File: src/rtl/fu_result_buffer.sv
// fu_result_buffer: per-FU completion FIFO feeding one CDB request slot.
// Optional zero-latency bypass is enabled with `define FU_RESULT_BUFFER_BYPASS_EN.

package fu_result_buffer_pkg;
    localparam int unsigned TAG_W  = 6;
    localparam int unsigned DATA_W = 32;

    typedef struct packed {
        logic              valid;
        logic [TAG_W-1:0]  tag;
        logic [DATA_W-1:0] data;
    } cdb_entry_t;
endpackage

module fu_result_buffer
    import fu_result_buffer_pkg::*;
#(
    parameter int unsigned DEPTH   = 2,
    parameter int unsigned CNT_W   = $clog2(DEPTH + 1),
    parameter int unsigned STALL_W = 16
) (
    input  logic               clock,
    input  logic               reset,
    input  cdb_entry_t         fu_result,
    output logic               fu_ready,
    input  logic               squash,
    output cdb_entry_t         cdb_req,
    input  logic               cdb_gnt,
    output logic [CNT_W-1:0]   count,
    output logic [STALL_W-1:0] stall_count
);

    localparam int unsigned      PTR_W    = (DEPTH > 1) ? $clog2(DEPTH) : 1;
    localparam logic [PTR_W-1:0] LAST_PTR = PTR_W'(DEPTH - 1);
    localparam logic [CNT_W-1:0] FULL_CNT = CNT_W'(DEPTH);

    cdb_entry_t         entry_q [DEPTH];
    cdb_entry_t         entry_d [DEPTH];
    logic [PTR_W-1:0]   head_q, head_d;
    logic [PTR_W-1:0]   tail_q, tail_d;
    logic [CNT_W-1:0]   count_q, count_d;
    logic [STALL_W-1:0] stall_q, stall_d;

    cdb_entry_t head_entry_c;
    logic       bypass_c;
    logic       push_c;
    logic       pop_c;

    function automatic logic [PTR_W-1:0] ptr_inc(input logic [PTR_W-1:0] p);
        return (p == LAST_PTR) ? '0 : p + PTR_W'(1);
    endfunction

    // Oldest buffered entry; valid only when something is held.
    always_comb begin
        head_entry_c = '0;
        if (count_q != '0) begin
            head_entry_c       = entry_q[head_q];
            head_entry_c.valid = 1'b1;
        end
    end

    // Request selection, push/pop qualification (squash suppresses both).
    always_comb begin
`ifdef FU_RESULT_BUFFER_BYPASS_EN
        bypass_c = reset && (count_q == '0) && fu_result.valid && !squash;
`else
        bypass_c = 1'b0;
`endif
        cdb_req  = bypass_c ? fu_result : head_entry_c;
        fu_ready = (count_q != FULL_CNT);
        pop_c    = head_entry_c.valid && cdb_gnt && !squash;
        push_c   = fu_result.valid && fu_ready && !squash && !(bypass_c && cdb_gnt);
    end

    // Next-state for FIFO storage, pointers, occupancy and stall counter.
    always_comb begin
        entry_d = entry_q;
        head_d  = head_q;
        tail_d  = tail_q;
        count_d = count_q;
        stall_d = stall_q;

        if (fu_result.valid && !fu_ready && (stall_q != '1)) begin
            stall_d = stall_q + STALL_W'(1);
        end

        if (squash) begin
            head_d  = '0;
            tail_d  = '0;
            count_d = '0;
        end else begin
            if (push_c) begin
                entry_d[tail_q] = fu_result;
                tail_d          = ptr_inc(tail_q);
            end
            if (pop_c) begin
                head_d = ptr_inc(head_q);
            end
            case ({push_c, pop_c})
                2'b10:   count_d = count_q + CNT_W'(1);
                2'b01:   count_d = count_q - CNT_W'(1);
                default: count_d = count_q;
            endcase
        end
    end

    // State registers with asynchronous active-low reset.
    always_ff @(posedge clock or negedge reset) begin
        if (!reset) begin
            for (int i = 0; i < DEPTH; i++) begin
                entry_q[i] <= '0;
            end
            head_q  <= '0;
            tail_q  <= '0;
            count_q <= '0;
            stall_q <= '0;
        end else begin
            entry_q <= entry_d;
            head_q  <= head_d;
            tail_q  <= tail_d;
            count_q <= count_d;
            stall_q <= stall_d;
        end
    end

    assign count       = count_q;
    assign stall_count = stall_q;

endmodule
File: config.mk
export PLATFORM = sky130hd
export DESIGN_NAME = fu_result_buffer
export DESIGN_NICKNAME = d
export VERILOG_FILES = /design/src/rtl/fu_result_buffer.sv
export SDC_FILE = /design/constraint.sdc
export NUM_CORES = 1
export LEC_CHECK = 0
export CAP_MARGIN = 25
export CELL_PAD_IN_SITES_DETAIL_PLACEMENT = 1
export CELL_PAD_IN_SITES_GLOBAL_PLACEMENT = 1
export CORE_ASPECT_RATIO = 1.4
export CORE_UTILIZATION = 43
export CTS_CLUSTER_DIAMETER = 50
export DETAILED_ROUTE_END_ITERATION = 16
export HOLD_SLACK_MARGIN = 0.08
export PLACE_DENSITY = 0.95
export SYNTH_ARGS = -nofsm -noshare
export SYNTH_HDL_FRONTEND = slang
export SYNTH_SLANG_ARGS = --single-unit
File: constraint.sdc
create_clock -name clock -period 2.95 [get_ports clock]
set_input_delay 0.295 -clock clock [delete_from_list [all_inputs] [get_ports clock]]
set_output_delay 0.295 -clock clock [all_outputs]
set_load 0.02 [all_outputs]
### Yosys cells after proc, flatten, opt, wreduce, memory -nomap -nowiden

Cells that the tools add are included.

* add/sub/neg operators: 5
* magnitude comparators: 3
* equality and inequality tests: 4
* mux-type cells: 15
* bitwise gates (word level): 3
* reduce and logical (&&, ||, !) cells: 14

Operator list (count)
* $mux W38: 3
* $bwmux W78: 1
* $mux W39: 2
* $demux W39 S1: 1
* $add A16 B1 Y16 const B: 1
* $ne A16 B16 Y1 const B: 1
* $logic_and A1 B1 Y1: 7
* $mux W1: 6
* $reduce_bool A2 Y1: 3
* $ge A2 B2 Y1 const B: 2
* $not A1 Y2: 2
* $pmux W2 S2: 1
* $reduce_bool A3 Y1: 1
* $add A1 B1 Y1 const B: 2
* $add A2 B1 Y2 const B: 1
* $eq A2 B1 Y1 const B: 1
* $eq A2 B2 Y1 const B: 1
* $logic_not A1 Y1: 2
* $lt A2 B1 Y1 const B: 1
* $mux W2: 1
* $ne A2 B2 Y1 const B: 1
* $reduce_and A2 Y1: 1
* $sub A2 B1 Y2 const B: 1
* $not A1 Y1: 1

* register bits: 98
* input bits: 43
* output and inout bits: 58
* logic and storage cells: 54

### Longest topological paths before layout

* depth in word-level cells: 10
* gate-level depth with buffers: 6
* depth with buffers taken out: 5

### Worst setup path after synthesis

OpenSTA, ideal clock, no wires.

* kind: register to register
* from: register stall_q[0] (netlist: stall_count[0])
* to: register stall_q[1] (netlist: stall_count[1])
* setup time: 0.125 ns
* arrival: 1.957 ns
* data required time: 2.825 ns
* slack: 0.868 ns
* stages on the path, launching flop included: 7
* buffers on the path: 1
* clock period less this slack: 2.082 ns
* cells stage by stage: dfrtp_1 ha_1 nand4_1 or4_1 buf_2 and2_4 mux2_4

* longest elaborated chain between the ends: 2
* elaborated cells on any way between the ends: 3
* those cells by class: 1 x add/sub; 1 x eq/ne; 1 x reduce/logical

RTL lines
* start, declared: RTL line 42 `logic [STALL_W-1:0] stall_q, stall_d;`
* start signal, assigned: RTL line 122 `stall_q <= stall_d;`
* parallel branches: the longest is 2 deep, another holds $add A16 B1 Y16

Parallel ways; which one is timed is not known.
A chain may end at the register's enable or synchronous reset.

==> results.py <==
metrics = {
    "outcome": {
        "result_of_the_run": "complete, no violations",
    },
    "critical_path": {
        "setup.worst_path.class": "flip-flop to output port",
        "critPathSlowestCell": "clkdlybuf4s50_1",
        "reg2reg_depth": 5,
        "timing.rr.end": "stall_count[1]$_DFFE_PN0P_",
        "critPathCaptureType": "output port",
        "crit_arrival_ps": 2180,
        "critPathLaunchType": "flip-flop",
        "reg2reg_slack_ps": 720,
        "cp_slowest_stage_delay_ps": 560,
        "timing.critical_path.depth": 4,
        "crit_path_max_delay_family": "buffers and inverters",
        "worst_r2r_startpoint": "stall_count[0]$_DFFE_PN0P_",
        "cp.buffers_inverters": 2,
        "chain_of_cells_forming_the_critical_path": "nor2_4 > buf_12 > nor2_1 > clkdlybuf4s50_1",
        "worst-path-max-fanout": 21,
        "worst_endpoint_required_time_ps": 2650,
    },
    "route": {
        "antenna_left": 0,
        "routed_via_density": 5.27,
        "detail_route.wirelength_microns": 10700,
        "detail_route.first_pass.iterations": 4,
        "drt_first_iter_violations": 73,
        "vias": 3093,
        "drc": 0,
        "wl_per_cell_microns": 18.2,
    },
    "placement": {
        "dpl_cell_area_sq_um": 5560,
        "hpwlAfterDp_microns": 7220,
        "place_worst_setup_slack_ps": 778,
        "port_buffers": 100,
        "routabilityCongestion": 0.777,
        "cell_count_after_placement": 570,
    },
    "min_path": {
        "hold_path_depth": 1,
        "min_from": "entry_q[65]$_DFFE_PN0P_",
        "hold_path.class": "flip-flop to flip-flop",
        "worstHoldEndpoint": "entry_q[65]$_DFFE_PN0P_",
    },
    "logic_synthesis": {
        "synth_enable_flop_cells": 0,
        "synthesis.area_per_instance_sq_um": 12.7,
        "synthArstFlopShare_pct": 100,
        "yosysWarnings": 0,
        "synth_top_cell_by_area": "dfrtp_1",
        "synth_top_area_share_pct": 54.8,
        "synthesis.nets": 390,
        "ys_seq_elements": 96,
        "cells_taking_the_most_area_after_synthesis": "dfrtp_1 55%, mux2_2 16%, mux2i_1 8.9%",
        "post_synth_num_cell_types": 32,
        "yosysSeqAreaShare_pct": 54.8,
        "synth_ff_type": "dfrtp_1",
        "postSynthCellCount": 346,
        "synth_area_sq_um": 4380,
    },
    "floorplan": {
        "floorplan.die_area_sq_um": 10600,
        "fp.dieW_microns": 87.3,
        "placement_rows": 43,
        "pin_count": 101,
        "die_height_microns": 121,
        "floorplan.initialDensity_pct": 44.3,
        "coreArea_sq_um": 9900,
    },
    "run": {
        "timing.max_cap.violations": 0,
    },
    "cells_and_area": {
        "layout.cells.most_common_list": "99 x clkdlybuf4s50_1, 95 x dfrtp_1, 64 x mux2_2, 46 x nor2_1, 39 x mux2i_1",
        "n_antenna_cell": 0,
        "final_cell_area_sq_um": 5930,
        "area_growth_pct": 35.2,
        "final_common_cell": "clkdlybuf4s50_1",
        "final-instance-count-excl-fill": 587,
        "fraction_of_final_layout_cells_sized_beyond_drive_strength_1_pct": 21.2,
        "final_nets": 491,
    },
    "global_route": {
        "gr-total-overflow": 0,
        "grt_start_max_net_pins": 53,
        "grt_pass1_wl_microns": 17400,
        "antenna_found_initial": 0,
        "first_global_vias": 3434,
        "total_global_route_track_usage_pct": 21.8,
    },
    "timing": {
        "fmax_mhz": 404,
        "tightestPinTransition_ps": 689,
        "period_minus_slack_ps": 2480,
        "timing.final.hold_violations": 0,
        "slew_headroom_pct": 54.0,
        "finalClockSkew_ps": 9.63,
        "layout_worst_path_cycle_share_pct": 84.0,
        "setup_violations": 0,
        "timing.setup.tns_ps": 0,
        "rsz0062_at_grt": "false",
        "setup_ws_ps": 472,
        "final-max-slew-violation-count": 0,
    },
    "clock_tree": {
        "clock_sinks": 96,
        "clock_path_buffers": 2,
        "clk_latency_ps": 340,
        "cts.repair_timing.setup_buffer_count": 0,
        "clk_pin_slew_worst_paths_ps": 70,
        "tritoncts": "done",
        "htree_num_levels": 3,
        "tritoncts.num_buffers": 9,
        "clock-root-buffer": "clkbuf_16",
    },
    "power_and_ir_drop": {
        "cellPowerDensity_nw_per_um2": 698,
        "p_leak_nw": 2.44,
        "finalPower_mw": 4.14,
        "power.ir.vdd_worst_uv": 353,
    },
}
## worst register-to-register path: stages, from the launching register on
cell,delay (ps)
dfrtp_1,420
ha_1,270
nand4_1,210
or4_1,690
and2_4,250
mux2_4,290
## layout make-up
class | count | area, sq um
multi-input combinational | 228 | 1890
clock buffer | 11 | 253
inverter | 3 | 11.3
tap | 135 | 169
sequential | 96 | 2400
clock inverter | 5 | 103
fill | 1003 | 3970
timing repair buffer | 109 | 1090
## worst max path at each step
stage | from | endpoint
floorplan | stall_count[0]$_DFFE_PN0P_ | stall_count[1]$_DFFE_PN0P_
global placement | fu_result[38] | entry_q[69]$_DFFE_PN0P_
detailed placement | fu_result[38] | stall_count[13]$_DFFE_PN0P_
CTS | count[0]$_DFFE_PN0P_ | cdb_req[4]
global route | count[0]$_DFFE_PN0P_ | cdb_req[4]
finish | count[0]$_DFFE_PN0P_ | cdb_req[4]
## metal layers
layer  global-route usage, %  vias up  routed length (microns)
met4                    8.20        0                      195
met5                       0        -                        0
met3                    4.76       14                      424
met2                    39.2       82                     5730
met1                    24.9     1587                     4310
li1                        -     1410                        -
## sequential cells by signal, indices dropped and copies added (netlist names)
| name | cells |
|---|---|
| count | 2 |
| entry_q | 76 |
| head_q | 1 |
| stall_count | 16 |
| tail_q | 1 |
## synth_stat cells, drive strengths merged, types with 3 or more instances
| cell | instances |
|---|---|
| dfrtp | 96 |
| mux2 | 77 |
| nor2 | 47 |
| mux2i | 39 |
| buf | 13 |
| xnor2 | 10 |
| nand3 | 9 |
| clkbuf | 6 |
| nand2 | 6 |
| nor3 | 6 |
| xor2 | 6 |
| and3 | 4 |
| nand4 | 4 |
| a21oi | 3 |
| inv | 3 |
## power breakdown
group / internal [mW] / switching, mW
clock: 0.873 / 0.484
combinational: 0.536 / 0.431
sequential: 1.63 / 0.183
## through the flow
| stage | util [%] | hold slack, ps |
|---|---|---|
| global placement | 56.2 | 363 |
| global route | 59.9 | 513 |
| detailed placement | 56.2 | 370 |
| floorplan | - | -0.591 |
| CTS | 59.9 | 500 |
| finish | 59.9 | 495 |
## kinds of logic after synthesis
| kind of cell | Yosys count | share of synthesized area, % |
|---|---|---|
| multiplexers | 116 | 28.8 |
| flip-flops | 96 | 54.8 |
| AND/OR/NAND/NOR | 88 | 9.65 |
| buffers and inverters | 22 | 2.28 |
| XOR/XNOR | 16 | 3.20 |
| AO/OA/AOI/OAI | 7 | 0.999 |
| adder cells (fa/ha/maj) | 1 | 0.285 |
## repair_timing
item / in CTS / in global routing
hold buffers: 1 / 0
setup endpoints to repair: 0 / 0
endpoints found under the hold margin: 51 / 0
gates resized for setup: 0 / 0
Note: power is estimated with default switching activity, not from simulation.
==> edit 1, RTL diff (same flow settings) <==
The option `FU_RESULT_BUFFER_BYPASS_EN` is turned on by a define.
--- a/src/rtl/fu_result_buffer.sv
+++ b/src/rtl/fu_result_buffer.sv
@@ -1,4 +1,6 @@
 // fu_result_buffer: per-FU completion FIFO feeding one CDB request slot.
 // Optional zero-latency bypass is enabled with `define FU_RESULT_BUFFER_BYPASS_EN.
+
+`define FU_RESULT_BUFFER_BYPASS_EN
 
 package fu_result_buffer_pkg;
Behaviour: not the same (Yosys sat finds a counterexample within 4 cycles, from zero or initial values and one cycle with reset low).
==> edit 1 against the original RTL <==
Global-route usage increased by 0.62 points. Setup slack got worse by 0.24 ns. Synthesized area increased by 6.4%. Routed wire length increased by 13%. Maximum frequency decreased by 8.9%. Die area increased by 6.3%. Sequential cell count unchanged. Cell area increased by 3.6%. Power decreased by 5.7%. Critical endpoint is now cdb_req[7].
==> edit 1: results (changes against the original RTL) <==
| Metric | Value |
|---|---|
| Clock Pin Slew Worst Setup and Hold Paths | 0.06 ns |
| Worst-Margin Slew | 0.663 ns (was 0.689 ns) |
| Worst Clk Skew | 0.00559 ns (was 0.00963 ns) |
| Cell Area, Placed | 5800 um2 (was 5560 um2) |
| Post-synthesis net count | 433 (was 390) |
| Max clock buf depth | 2 (unchanged) |
| Leading area contributor after synthesis | dfrtp_1 (unchanged) |
| Syn. warnings | 0 (unchanged) |
| Total CTS buffers | 9 (unchanged) |
| Routability-driven placement congestion ratio | 0.806 (was 0.777) |
| Root Buffer | clkbuf_16 (unchanged) |
| Port bufs | 100 (unchanged) |
| Worst hold slack | 0.313 ns (was 0.495 ns) |
| Synth cell types | 33 (was 32) |
| Largest Register | entry_q (unchanged) |
| Crit-path max FO | 24 (was 21) |
| Worst IR Drop VDD | 0.370 mV (was 0.353 mV) |
| Clk Latency, worst-skew pair | 0.34 ns (about the same) |
| Worst Path Arrival | 2.43 ns (was 2.18 ns) |
| Delay of the slowest critical-path stage | 0.66 ns (was 0.56 ns) |
| Synth cell count leaders | dfrtp_1 (96), mux2_2 (68), nand2_1 (45) (was dfrtp_1 (96), mux2_2 (64), nor2_1 (47)) |
| Layout Nets | 533 (was 491) |
| Asr flop ratio synth | 1.00 (unchanged) |
| Number of global-route vias before repair | 3976 (was 3434) |
| Vias per std cell | 5.42 (was 5.27) |
| DR iter-0 viols | 115 (was 73) |
| Post-DP HPWL | 8370 um (was 7220 um) |
| Largest net degree at the start of global routing | 54 (was 53) |
| Ant. Diodes | 0 (unchanged) |
| Initial antenna violation count | 0 (unchanged) |
| Share of layout cells above drive strength 1 | 0.225 (was 0.212) |
| Cts hold-fix bufs | 1 (unchanged) |
| Total routed wirelength | 12000 um (was 10700 um) |
| First-pass GRT wire length | 20000 um (was 17400 um) |
| H-tree levels | 3 (unchanged) |
| Max FFs per register | 76 (unchanged) |
| Layout fillers | 1100 (was 1003) |
| Status | completed (unchanged) |
| Slowest CP cell | clkdlybuf4s50_1 (unchanged) |
| HP Class | in2async (was reg2reg) |
| Postcts setup bufs | 0 (unchanged) |
| First-pass DRT Iterations | 4 (unchanged) |
| FF-to-FF setup slack | 1.02 ns (was 0.72 ns) |
| GRT Overall Usage | 0.224 (was 0.218) |
| Synth top area cells | dfrtp_1 (52%), mux2_2 (16%), mux2i_1 (8.4%) (was dfrtp_1 (55%), mux2_2 (16%), mux2i_1 (8.9%)) |
| Share of the synthesized area in the top cell type | 0.515 (was 0.548) |
| Leakage | 2.59 nW (was 2.44 nW) |
| Post-synthesis sequential area ratio | 0.515 (was 0.548) |
| Resized cells post-CTS | 0 (unchanged) |
-- edit 1: cell types whose count changed after synthesis, sizes merged, moves of 2 or more --
cell,delta
buf,+3
nor3,+2
nand3,-5
nand3b,-2
xor2,+8
nor2,-40
nand4,+3
xnor2,-9
o21ai,+43
nand2,+39
nand4b,-2
a21oi,+2
-- edit 1: routing by layer --
layer	wire, um	up-vias	track usage	part of all wire
li1	-	1575	-	-
met1	4780	1738	0.257	0.40
met2	6550	87	0.412	0.55
met3	396	23	0.0377	0.033
met4	275	0	0.0911	0.023
met5	0	-	0	0
-- edit 1: through the flow --
stage	util	power, mW	std cells	setup WS [ns]
3_3_place_gp	0.555	2.57	615	0.323
6_report	0.587	3.90	632	0.228
5_1_grt	0.587	4.09	632	0.0724
4_1_cts	0.587	3.95	632	0.210
2_1_floorplan	-	2.29	389	0.936
3_5_place_dp	0.555	2.67	615	0.217
-- edit 1: area by class of cell --
| cell class | instances | area [um2] | area share |
|---|---|---|---|
| inverter | 2 | 7.51 | 0.00122 |
| timing repair buffer | 111 | 1100 | 0.179 |
| clock buffer | 10 | 239 | 0.0389 |
| sequential | 96 | 2400 | 0.391 |
| multi-input combinational | 269 | 2130 | 0.347 |
| tap | 138 | 173 | 0.0281 |
| clock inverter | 6 | 90.1 | 0.0147 |
-- edit 1: cells by family (layout without fill, tap and decap cells) --
kind of cell / count (synthesis) / count (layout) / share of synthesized area
DFF: 96 / 96 / 0.515
adders and majority gates: 1 / 1 / 0.00268
buffers and inverters: 24 / 129 / 0.0284
and+or+nand+nor: 85 / 85 / 0.0894
muxes: 116 / 116 / 0.277
xor gates and xnor gates: 15 / 15 / 0.0282
AOI/OAI and AO/OA: 52 / 52 / 0.0593
-- edit 1: worst paths after layout --
| kind | startpoint | to | depth (start not counted) |
|---|---|---|---|
| min | reset | count[1] | 2 |
| max in group asynchronous | reset | head_q | 3 |
| min reg2reg | stall_count[15] | stall_count[15] | 1 |
| max | squash | cdb_req[7] | 7 |
| max reg2reg | count[1] | entry_q[46] | 4 |
| min in group clock | stall_count[15] | stall_count[15] | 1 |
-- edit 1: report_power, final --
| group | switching (mW) | total [mW] | internal (mW) |
|---|---|---|---|
| Clock | 0.500 | 1.27 | 0.770 |
| Sequential | 0.175 | 1.79 | 1.62 |
| Combinational | 0.361 | 0.843 | 0.482 |
| Total | 1.03 | 3.90 | 2.87 |
-- edit 1: worst max-delay path: cells and delay by family --
family / cells / cell delay, ns
AO/OA/AOI/OAI: 1 / 0.13
buffers and inverters: 3 / 1.43
AND/OR/NAND/NOR: 3 / 0.57
==> edit 2, RTL diff (same settings) <==
Without the edit above. Put one more register stage on the output `count`, cleared by the reset. The value now appears one clock later. The other outputs are not delayed to match.
--- a/src/rtl/fu_result_buffer.sv
+++ b/src/rtl/fu_result_buffer.sv
@@ -124,5 +124,11 @@
     end
 
-    assign count       = count_q;
+    always_ff @(posedge clock or negedge reset) begin
+        if (!reset) begin
+            count <= '0;
+        end else begin
+            count <= count_q;
+        end
+    end
     assign stall_count = stall_q;
 
Check against the original RTL: not equivalent (a bounded check fails within 4 cycles, from zero or initial values and one cycle with reset low).
==> edit 2 against the original RTL <==
Sequential cell count rose by 2. Setup slack got worse by 0.13 ns. Clock skew barely moved. Global-route usage fell by 1.2 points. Synthesized area rose by 3.9%. Clock power fell by 7%. Power fell by 2.0%. First-iteration DRC count rose by 18%. Routed wire length fell by 3.1%. Maximum frequency fell by 4.8%. Core utilization fell by 1.6 points. Cell area rose by 1.7%. Sequential share of layout area rose by 0.17 points. Critical path type unchanged.
==> edit 2: results (changes against the original RTL) <==
| Metric | Value |
|---|---|
| Place WS | 0.682 ns (was 0.778 ns) |
| DR iter-0 viols | 86 (was 73) |
| Internal power | 2.96 mW (was 3.04 mW) |
| Total CTS buffers | 9 (unchanged) |
| Status | completed (unchanged) |
| Largest net degree at the start of global routing | 46 (was 53) |
| Post-synthesis net count | 389 (was 390) |
| Root Buffer | clkbuf_16 (unchanged) |
| Routability-driven placement congestion ratio | 0.749 (was 0.777) |
| Critical path origin | count_q[1] (was count[0]) |
| First-pass GRT wire length | 16900 um (was 17400 um) |
| Worst Clk Skew | 0.00914 ns (was 0.00963 ns) |
| FF-to-FF setup slack | 0.66 ns (was 0.72 ns) |
| Layout Nets | 491 (unchanged) |
| Worst IR Drop VDD | 0.280 mV (was 0.353 mV) |
| Total routed wirelength | 10300 um (was 10700 um) |
| Synth cell count leaders | dfrtp_1 (98), nor2_1 (45), mux2_1 (42) (was dfrtp_1 (96), mux2_2 (64), nor2_1 (47)) |
| GRT Overall Usage | 0.206 (was 0.218) |
| Largest Register | entry_q (unchanged) |
| Clock Pin Slew Worst Setup and Hold Paths | 0.07 ns (about the same) |
| Crit-path max FO | 24 (was 21) |
| Worst hold slack | 0.487 ns (was 0.495 ns) |
| Cell Area, Placed | 5680 um2 (was 5560 um2) |
| Synth cell types | 38 (was 32) |
| Vias per std cell | 5.15 (was 5.27) |
| Setup slack after layout | 0.347 ns (was 0.472 ns) |
| Synth top area cells | dfrtp_1 (54%), mux2_1 (10%), mux2_2 (8.9%) (was dfrtp_1 (55%), mux2_2 (16%), mux2i_1 (8.9%)) |
| Worst Path Arrival | 2.31 ns (was 2.18 ns) |
| Max-slew violations | 0 (unchanged) |
| Worst-Margin Slew | 0.805 ns (was 0.689 ns) |
| First-pass DRT Iterations | 4 (unchanged) |
| Port bufs | 100 (unchanged) |
| Share of layout cells above drive strength 1 | 0.179 (was 0.212) |
| Syn. warnings | 0 (unchanged) |
| Resized cells post-CTS | 0 (unchanged) |
| Ant. Diodes | 0 (unchanged) |
| Crit path capture | cdb_req[24] (was cdb_req[4]) |
| Cells on worst reg2reg path | 6 (was 5) |
| Non-filler cells, final | 590 (was 587) |
| Post-synthesis sequential area ratio | 0.539 (was 0.548) |
| Cts hold-fix bufs | 1 (unchanged) |
| Cells after DPL | 573 (was 570) |
| Post-DP HPWL | 7400 um (was 7220 um) |
| Asr flop ratio synth | 1.00 (unchanged) |
| Worst R2R End | stall_count[10] (was stall_count[1]) |
| Leakage | 2.57 nW (was 2.44 nW) |
| Number of global-route vias before repair | 3341 (was 3434) |
| Syn Area/Cell | 13.2 um2 (was 12.7 um2) |
| HP Class | reg2reg (unchanged) |
| Hold depth | 1 (unchanged) |
## edit 2: cell count changes in the layout (fill, tap and decap cells not counted), sizes merged, moves of 2 or more
cell / delta
buf: +2
nor3: +3
xor2: +10
nand3: -4
and3: -2
nor4: +4
xnor2: -10
dfrtp: +2
a21oi: -2
inv: -2
## edit 2: how the worst min path moves through the flow
stage / end / startpoint
CTS: entry_q[72] / entry_q[72]
global placement: entry_q[35] / reset
detailed placement: entry_q[74] / reset
global route: entry_q[75] / entry_q[75]
floorplan: count[0] / reset
finish: entry_q[69] / entry_q[69]
## edit 2: area by class of cell
type	instances	area, um2
inverters	1	3.75
well taps	138	173
repair buffers	111	1080
clock inverters	4	73.8
clock buffers	12	256
multi-input cells	226	1980
flip-flops and latches	98	2450
fillers	1049	4330
## edit 2: cells by family (layout without fill, tap and decap cells)
group	after synthesis	after routing	share of synthesized area
flops	98	98	0.539
fa+ha+maj	1	1	0.00275
simple gates	89	89	0.116
mux	117	117	0.279
buf+inv	21	128	0.0291
compound gates	3	3	0.00412
xor+xnor	16	16	0.0308
## edit 2: metal layers
layer  up-vias  track usage  share of wire
met1      1551        0.249           0.41
met3         9       0.0464          0.036
met2        68        0.361           0.54
met4         0       0.0675          0.012
met5         -            0              0
li1       1410            -              -
## edit 2: critical path, stage by stage (launching register included)
cell	delay (ns)
dfrtp_1	0.49
nor2_4	0.58
buf_4	0.27
nor2_1	0.06
clkdlybuf4s50_1	0.55
## edit 2: power by group through the flow
stage	combinational (mW)	sequential [mW]	clock (mW)
after floorplan	0.571	1.82	0
after global placement	0.906	1.83	0
after detailed placement	0.952	1.87	0
after CTS	0.962	1.85	1.30
after global routing	1.03	1.89	1.36
final	0.945	1.84	1.27
